==> src/rtl/counter_sched_pkg.sv <==
// Shared types and constants for the counter_sched scheduler slice.
// The optional abort feature is controlled by the COUNTER_SCHED_ABORT_EN macro.
package counter_sched_pkg;

  typedef enum logic {
    IDLE = 1'b0,
    RUN  = 1'b1
  } state_t;

  localparam logic DIR_UP   = 1'b1;
  localparam logic DIR_DOWN = 1'b0;

  localparam int DEF_NUM_REQ = 2;
  localparam int DEF_WIDTH   = 8;

endpackage

==> src/rtl/counter_sched_if.sv <==
// Client-facing bundle of the shared-counter scheduler.
// abort_in exists only when COUNTER_SCHED_ABORT_EN is defined.
interface counter_sched_if #(
  parameter int NUM_REQ = 2,
  parameter int WIDTH   = 8
);

  // Handshake: a requester holds req_in high (level) until it sees its gnt_out
  // bit; gnt_out stays high for the whole run and drops together with a
  // one-cycle done_out pulse (or silently on abort). Requests are never latched.
  logic [NUM_REQ-1:0]       req_in;
  logic [NUM_REQ*WIDTH-1:0] load_val_in;
  logic [NUM_REQ-1:0]       dir_in;
`ifdef COUNTER_SCHED_ABORT_EN
  logic                     abort_in;
`endif
  logic [NUM_REQ-1:0]       gnt_out;
  logic [NUM_REQ-1:0]       done_out;
  logic                     busy_out;
  logic [WIDTH-1:0]         count_out;

`ifdef COUNTER_SCHED_ABORT_EN
  modport master (
    output req_in, load_val_in, dir_in, abort_in,
    input  gnt_out, done_out, busy_out, count_out
  );

  modport slave (
    input  req_in, load_val_in, dir_in, abort_in,
    output gnt_out, done_out, busy_out, count_out
  );
`else
  modport master (
    output req_in, load_val_in, dir_in,
    input  gnt_out, done_out, busy_out, count_out
  );

  modport slave (
    input  req_in, load_val_in, dir_in,
    output gnt_out, done_out, busy_out, count_out
  );
`endif

endinterface

==> src/rtl/counter_sched_rr_arbiter.sv <==
// Combinational round-robin picker: first set request at or after ptr, wrapping.
// The pointer register is owned by the instantiating block.
module rr_arbiter #(
  parameter int NUM_REQ = 2,
  parameter int IDX_W   = (NUM_REQ > 1) ? $clog2(NUM_REQ) : 1
) (
  input  logic [NUM_REQ-1:0] req,
  input  logic [IDX_W-1:0]   ptr,
  output logic [NUM_REQ-1:0] gnt,
  output logic [IDX_W-1:0]   idx,
  output logic               valid
);

  logic [IDX_W-1:0] cand;

  always_comb begin
    gnt   = '0;
    idx   = '0;
    valid = 1'b0;
    cand  = '0;
    for (int k = 0; k < NUM_REQ; k++) begin
      cand = IDX_W'((int'(ptr) + k) % NUM_REQ);
      if (!valid && req[cand]) begin
        valid     = 1'b1;
        gnt[cand] = 1'b1;
        idx       = cand;
      end
    end
  end

endmodule

==> src/rtl/counter_sched.sv <==
// Shared up/down counter scheduler: round-robin grant, load, run to terminal, done pulse.
// Define COUNTER_SCHED_ABORT_EN to enable abort_in cancellation of a run.
module counter_sched
  import counter_sched_pkg::*;
#(
  parameter int NUM_REQ = DEF_NUM_REQ,
  parameter int WIDTH   = DEF_WIDTH
) (
  input  logic            clk_in,
  input  logic            rst_in,
  counter_sched_if.slave  bus,
  output state_t          dbg_state
);

  localparam int IDX_W = $clog2(NUM_REQ);

  state_t             state_q, state_d;
  logic [NUM_REQ-1:0] gnt_q, gnt_d;
  logic [NUM_REQ-1:0] done_q, done_d;
  logic               busy_q, busy_d;
  logic [WIDTH-1:0]   count_q, count_d;
  logic               dir_q, dir_d;
  logic [IDX_W-1:0]   ptr_q, ptr_d;

  logic [NUM_REQ-1:0] arb_gnt;
  logic [IDX_W-1:0]   arb_idx;
  logic               arb_valid;
  logic               at_terminal;
  logic               abort_req;

  rr_arbiter #(
    .NUM_REQ (NUM_REQ),
    .IDX_W   (IDX_W)
  ) u_arb (
    .req   (bus.req_in),
    .ptr   (ptr_q),
    .gnt   (arb_gnt),
    .idx   (arb_idx),
    .valid (arb_valid)
  );

`ifdef COUNTER_SCHED_ABORT_EN
  assign abort_req = bus.abort_in;
`else
  assign abort_req = 1'b0;
`endif

  // The counter saturates at its terminal value; it never wraps.
  assign at_terminal = (dir_q == DIR_UP) ? (count_q == '1) : (count_q == '0);

  always_ff @(posedge clk_in) begin
    if (rst_in) begin
      state_q <= IDLE;
      gnt_q   <= '0;
      done_q  <= '0;
      busy_q  <= 1'b0;
      count_q <= '0;
      dir_q   <= DIR_DOWN;
      ptr_q   <= '0;
    end else begin
      state_q <= state_d;
      gnt_q   <= gnt_d;
      done_q  <= done_d;
      busy_q  <= busy_d;
      count_q <= count_d;
      dir_q   <= dir_d;
      ptr_q   <= ptr_d;
    end
  end

  always_comb begin
    state_d = state_q;
    gnt_d   = gnt_q;
    done_d  = '0;
    busy_d  = busy_q;
    count_d = count_q;
    dir_d   = dir_q;
    ptr_d   = ptr_q;
    case (state_q)
      IDLE: begin
        gnt_d  = '0;
        busy_d = 1'b0;
        if (arb_valid) begin
          state_d = RUN;
          gnt_d   = arb_gnt;
          busy_d  = 1'b1;
          count_d = bus.load_val_in[int'(arb_idx)*WIDTH +: WIDTH];
          dir_d   = bus.dir_in[arb_idx];
          ptr_d   = (arb_idx == IDX_W'(NUM_REQ-1)) ? '0 : arb_idx + IDX_W'(1);
        end
      end
      RUN: begin
        if (abort_req) begin
          state_d = IDLE;
          gnt_d   = '0;
          busy_d  = 1'b0;
        end else if (at_terminal) begin
          state_d = IDLE;
          done_d  = gnt_q;
          gnt_d   = '0;
          busy_d  = 1'b0;
        end else if (dir_q == DIR_UP) begin
          count_d = count_q + WIDTH'(1);
        end else begin
          count_d = count_q - WIDTH'(1);
        end
      end
      default: begin
        state_d = IDLE;
        gnt_d   = '0;
        busy_d  = 1'b0;
      end
    endcase
  end

  assign bus.gnt_out   = gnt_q;
  assign bus.done_out  = done_q;
  assign bus.busy_out  = busy_q;
  assign bus.count_out = count_q;
  assign dbg_state     = state_q;

  a_gnt_onehot: assert property (@(posedge clk_in) disable iff (rst_in) $onehot0(gnt_q));
  a_done_onehot: assert property (@(posedge clk_in) disable iff (rst_in) $onehot0(done_q));
  a_busy_state: assert property (@(posedge clk_in) disable iff (rst_in) busy_q == (state_q == RUN));
  a_gnt_busy: assert property (@(posedge clk_in) disable iff (rst_in) (gnt_q != '0) == busy_q);

endmodule

==> src/flat_wrapper.sv <==
// flat-port wrapper written by rule: the top's interface ports become plain ports
module counter_sched_flat import counter_sched_pkg::*;
#(
  parameter int NUM_REQ = DEF_NUM_REQ,
  parameter int WIDTH   = DEF_WIDTH
)
  (clk_in, rst_in, dbg_state, bus_req_in, bus_load_val_in, bus_dir_in, bus_gnt_out, bus_done_out, bus_busy_out, bus_count_out);
  counter_sched_if #(.NUM_REQ(NUM_REQ), .WIDTH(WIDTH)) bus_i ();
  input  logic clk_in;
  input  logic rst_in;
  output state_t dbg_state;
  input wire logic [$bits(bus_i.req_in)-1:0] bus_req_in;
  input wire logic [$bits(bus_i.load_val_in)-1:0] bus_load_val_in;
  input wire logic [$bits(bus_i.dir_in)-1:0] bus_dir_in;
  output wire logic [$bits(bus_i.gnt_out)-1:0] bus_gnt_out;
  output wire logic [$bits(bus_i.done_out)-1:0] bus_done_out;
  output wire logic [$bits(bus_i.busy_out)-1:0] bus_busy_out;
  output wire logic [$bits(bus_i.count_out)-1:0] bus_count_out;
  assign bus_i.req_in = bus_req_in;
  assign bus_i.load_val_in = bus_load_val_in;
  assign bus_i.dir_in = bus_dir_in;
  assign bus_gnt_out = bus_i.gnt_out;
  assign bus_done_out = bus_i.done_out;
  assign bus_busy_out = bus_i.busy_out;
  assign bus_count_out = bus_i.count_out;
  counter_sched #(.NUM_REQ(NUM_REQ), .WIDTH(WIDTH)) u_core (.clk_in(clk_in), .rst_in(rst_in), .bus(bus_i), .dbg_state(dbg_state));
endmodule
==> config.mk <==
export PLATFORM = sky130hd
export DESIGN_NAME = counter_sched_flat
export DESIGN_NICKNAME = d
export VERILOG_FILES = /design/src/rtl/counter_sched_pkg.sv /design/src/rtl/counter_sched_if.sv /design/src/rtl/counter_sched_rr_arbiter.sv /design/src/rtl/counter_sched.sv /design/src/flat_wrapper.sv
export SDC_FILE = /design/constraint.sdc
export NUM_CORES = 1
export LEC_CHECK = 0
export CORE_MARGIN = 1.5
export CORE_UTILIZATION = 40
export CTS_CLUSTER_DIAMETER = 120
export CTS_CLUSTER_SIZE = 8
export DETAILED_ROUTE_END_ITERATION = 6
export GPL_TIMING_DRIVEN = 0
export PLACE_DENSITY_LB_ADDON = 0.3
export SKIP_CTS_REPAIR_TIMING = 1
export SLEW_MARGIN = 20
export SYNTH_ARGS = -nofsm -noshare
export SYNTH_HDL_FRONTEND = slang
export SYNTH_SLANG_ARGS = --single-unit
==> constraint.sdc <==
create_clock -name clk_in -period 4.4 [get_ports clk_in]
set_input_delay 1.1 -clock clk_in [delete_from_list [all_inputs] [get_ports clk_in]]
set_output_delay 1.1 -clock clk_in [all_outputs]
set_load 0.005 [all_outputs]
==> results.ini <==
[outcome]
outcome = complete, no violations

[logic_synthesis]
ys_seq_area_frac = 0.2876
syn_avg_cell_area_sq_um = 8.566
ys_ff_latch = 16
synth_nets = 159
synth_area_leader_cell = dfxtp_1
ys_types = 42
yosys-top-cells-area = dfxtp_1, ha_1, a21oi_1, a211oi_1, nand2_1
synth_area_sq_mm = 0.001114
synth_top_area_frac = 0.2876
synth_edf_count = 0
synth-async-reset-ratio = 0
yosysWarnings = 0
synth_flop_cell = dfxtp_1
netlist_instances = 130

[critical_path]
reg2regPathDepth = 7
crit_type = primary input to register
required_ps = 4630
crit_path_end_kind = register
cp.arrival_ps = 2890
rr_startpoint = u_core.dir_q
critPathLaunchType = primary input
path_max_fanout = 9
ff2ff_setup_slack_ps = 2220
rr_endpoint = u_core.bus.count_out[4]

[place]
place_inst = 194
dp_slack_ps = 1443
port_buffers = 34
gp_congestion = 0.8721
dpl_cell_area_sq_mm = 0.001491
post-dp-hpwl_um = 2415

[pwr]
powerDensity_mw_per_mm2 = 390.9
ir_drop_mv = 0.2648
sw_frac_of_total = 0.3806
clkPwrFrac = 0.165
power_frac_comb = 0.505
power_switching_uw = 227.2
finalPower_uw = 597.1
internal_power_uw = 369.9
leakage_nw = 0.5923
seqPwrFrac = 0.330

[floorplan]
die_h_um = 55.76
die_x_um = 55.76
fp-row-count = 18
core_area_sq_mm = 0.002545
pin_count = 36
floorplan.initialDensity = 0.4376
dieArea_sq_mm = 0.003109

[grt]
grt_pass1_vias = 1106
grt_use_total = 0.2074
grt_antenna_before_repair = 0
grt-ovfl-total = 0
grt_pass1_wl_um = 5147
grt_max_degree = 11

[drt]
drcViolationCount = 0
drtAntennaViolNets = 0
vias = 1161
drt_pass1_iterations = 4
wl_um = 3128
via_per_inst = 5.864
wire_per_inst_um = 15.80
drt_iter0_drc = 44

[timing]
rsz0062_at_grt = no
maxSlewViolCount = 0
finalSetupViolCount = 0
period_needed_ps = 2661
finalCritPeriodShare = 0.6048
timing.hold.ws_ps = 464.9
tns_ps = 0
final_hold_viol_count = 0
skew_ps = 8.966
max_freq_mhz = 375.8
slew_headroom = 0.6086
worst_pin_slew_ps = 583.2
fin_ws_ps = 1739

[cells_and_area]
antenna_cells = 0
layout-drive-gt1-share = 0.08333
design_area_sq_mm = 0.001528
layout.nets = 198
fillers = 248
stdcell_count = 198
final_core_util = 0.6003
area_growth_pct = 37.19

[worst_hold_path]
holdPathStages = 2
holdCritStartpoint = u_core.bus.gnt_out[0]
hold_path_class = register to register
holdPathEnd = u_core.bus.done_out[0]

[cts]
cts_tree = done
path_clk_slew_ps = 90
cts-root-buf = clkbuf_4
numCtsBuffers = 3
cts.htree.levels = 1
clockBufferDepth = 2
numClockSinks = 16
insertion_delay_ps = 290

[run]
maxCapViolCount = 0

-- cells by family (layout without fill, tap and decap cells) --
family                     Yosys count  count (layout)  share of synthesized area
AOI/OAI and AO/OA                   47              47                     0.3101
buffers and inverters               12              50                    0.04269
adders and majority gates            7               7                    0.08539
xor gates and xnor gates             6               6                    0.04720
DFF                                 16              16                     0.2876
muxes                                5               5                    0.04719
and+or+nand+nor                     37              37                     0.1798
-- layer usage --
metal  vias up  global-route usage  share of wire
li1        581                   -              -
met1       539              0.2808           0.46
met2        37              0.3282           0.45
met3         4             0.04884          0.074
met4         0             0.05923         0.0099
met5         -                   0              0
-- power by group through the flow --
stage	Sequential [mW]	Combinational [mW]	Clock, mW
floorplan	0.194	0.200	0
global placement	0.198	0.290	0
detailed placement	0.200	0.299	0
CTS	0.197	0.300	0.0995
global route	0.200	0.330	0.106
finish	0.197	0.301	0.0984
-- synth_stat cells, types with 3 or more instances --
| master | n |
|---|---|
| a211o_1 | 3 |
| nor2_1 | 6 |
| clkbuf_1 | 4 |
| and3_1 | 5 |
| ha_1 | 6 |
| mux2i_1 | 3 |
| xnor2_1 | 3 |
| a211oi_1 | 7 |
| o21ai_0 | 4 |
| a21oi_1 | 11 |
| inv_1 | 5 |
| xor2_1 | 3 |
| nand3_1 | 5 |
| dfxtp_1 | 16 |
| nand2_1 | 11 |
-- how the worst max path moves through the flow --
stage                              from                 endpoint  slack [ps]  cells past startpoint
final                     bus_req_in[0]  u_core.bus.count_out[4]        1740                      7
after floorplan           bus_req_in[1]  u_core.bus.count_out[0]        2130                      5
after global routing      bus_req_in[0]  u_core.bus.count_out[4]        1530                      7
after detailed placement  bus_req_in[0]  u_core.bus.count_out[4]        1440                      7
after global placement    bus_req_in[0]  u_core.bus.count_out[4]        1430                      7
after CTS                 bus_req_in[0]  u_core.bus.count_out[4]        1740                      7
-- registers in the layout, indices dropped and copies added, names as in the netlist --
name,count
u_core.bus.count_out,8
u_core.bus.done_out,2
u_core.bus.gnt_out,2
u_core.bus.busy_out,1
u_core.dbg_state,1
u_core.dir_q,1
u_core.ptr_q,1
-- layout by cell type, fill, tap and decap left out, types with 2 or more instances in the layout --
cell,n
a31oi_1,2
and3_1,5
nor2_1,6
nor3_1,2
dfxtp_1,16
nand3_1,5
clkbuf_1,4
xor2_1,3
o32ai_1,2
ha_1,6
mux2i_1,3
a211o_1,3
a21oi_1,11
a211oi_1,7
a21o_1,2
clkdlybuf4s50_1,34
inv_1,5
or3_1,2
o211ai_1,2
buf_2,2
nor4_1,2
o21a_1,2
mux2_2,2
o21ai_0,4
a2111oi_0,2
xnor2_1,3
nand2_1,11
clkbuf_4,3
-- area by class of cell --
cell class | count | area [sq um] | share of cell area
multi-input cells | 102 | 745.7 | 0.4881
repair buffers | 34 | 340.3 | 0.2228
flip-flops and latches | 16 | 320.3 | 0.2097
well taps | 30 | 37.54 | 0.02457
clock buffers | 4 | 36.28 | 0.02375
plain buffers | 6 | 25.02 | 0.01638
inverters | 6 | 22.52 | 0.01474
-- worst max-delay path: stages --
cell and delay, ps:
clkdlybuf4s50_1 500, nand2b_1 60, clkbuf_1 160, nand2_1 310, a211oi_1 150, a2111oi_0 440, a31o_1 160
(Power assumes the default switching activity.)
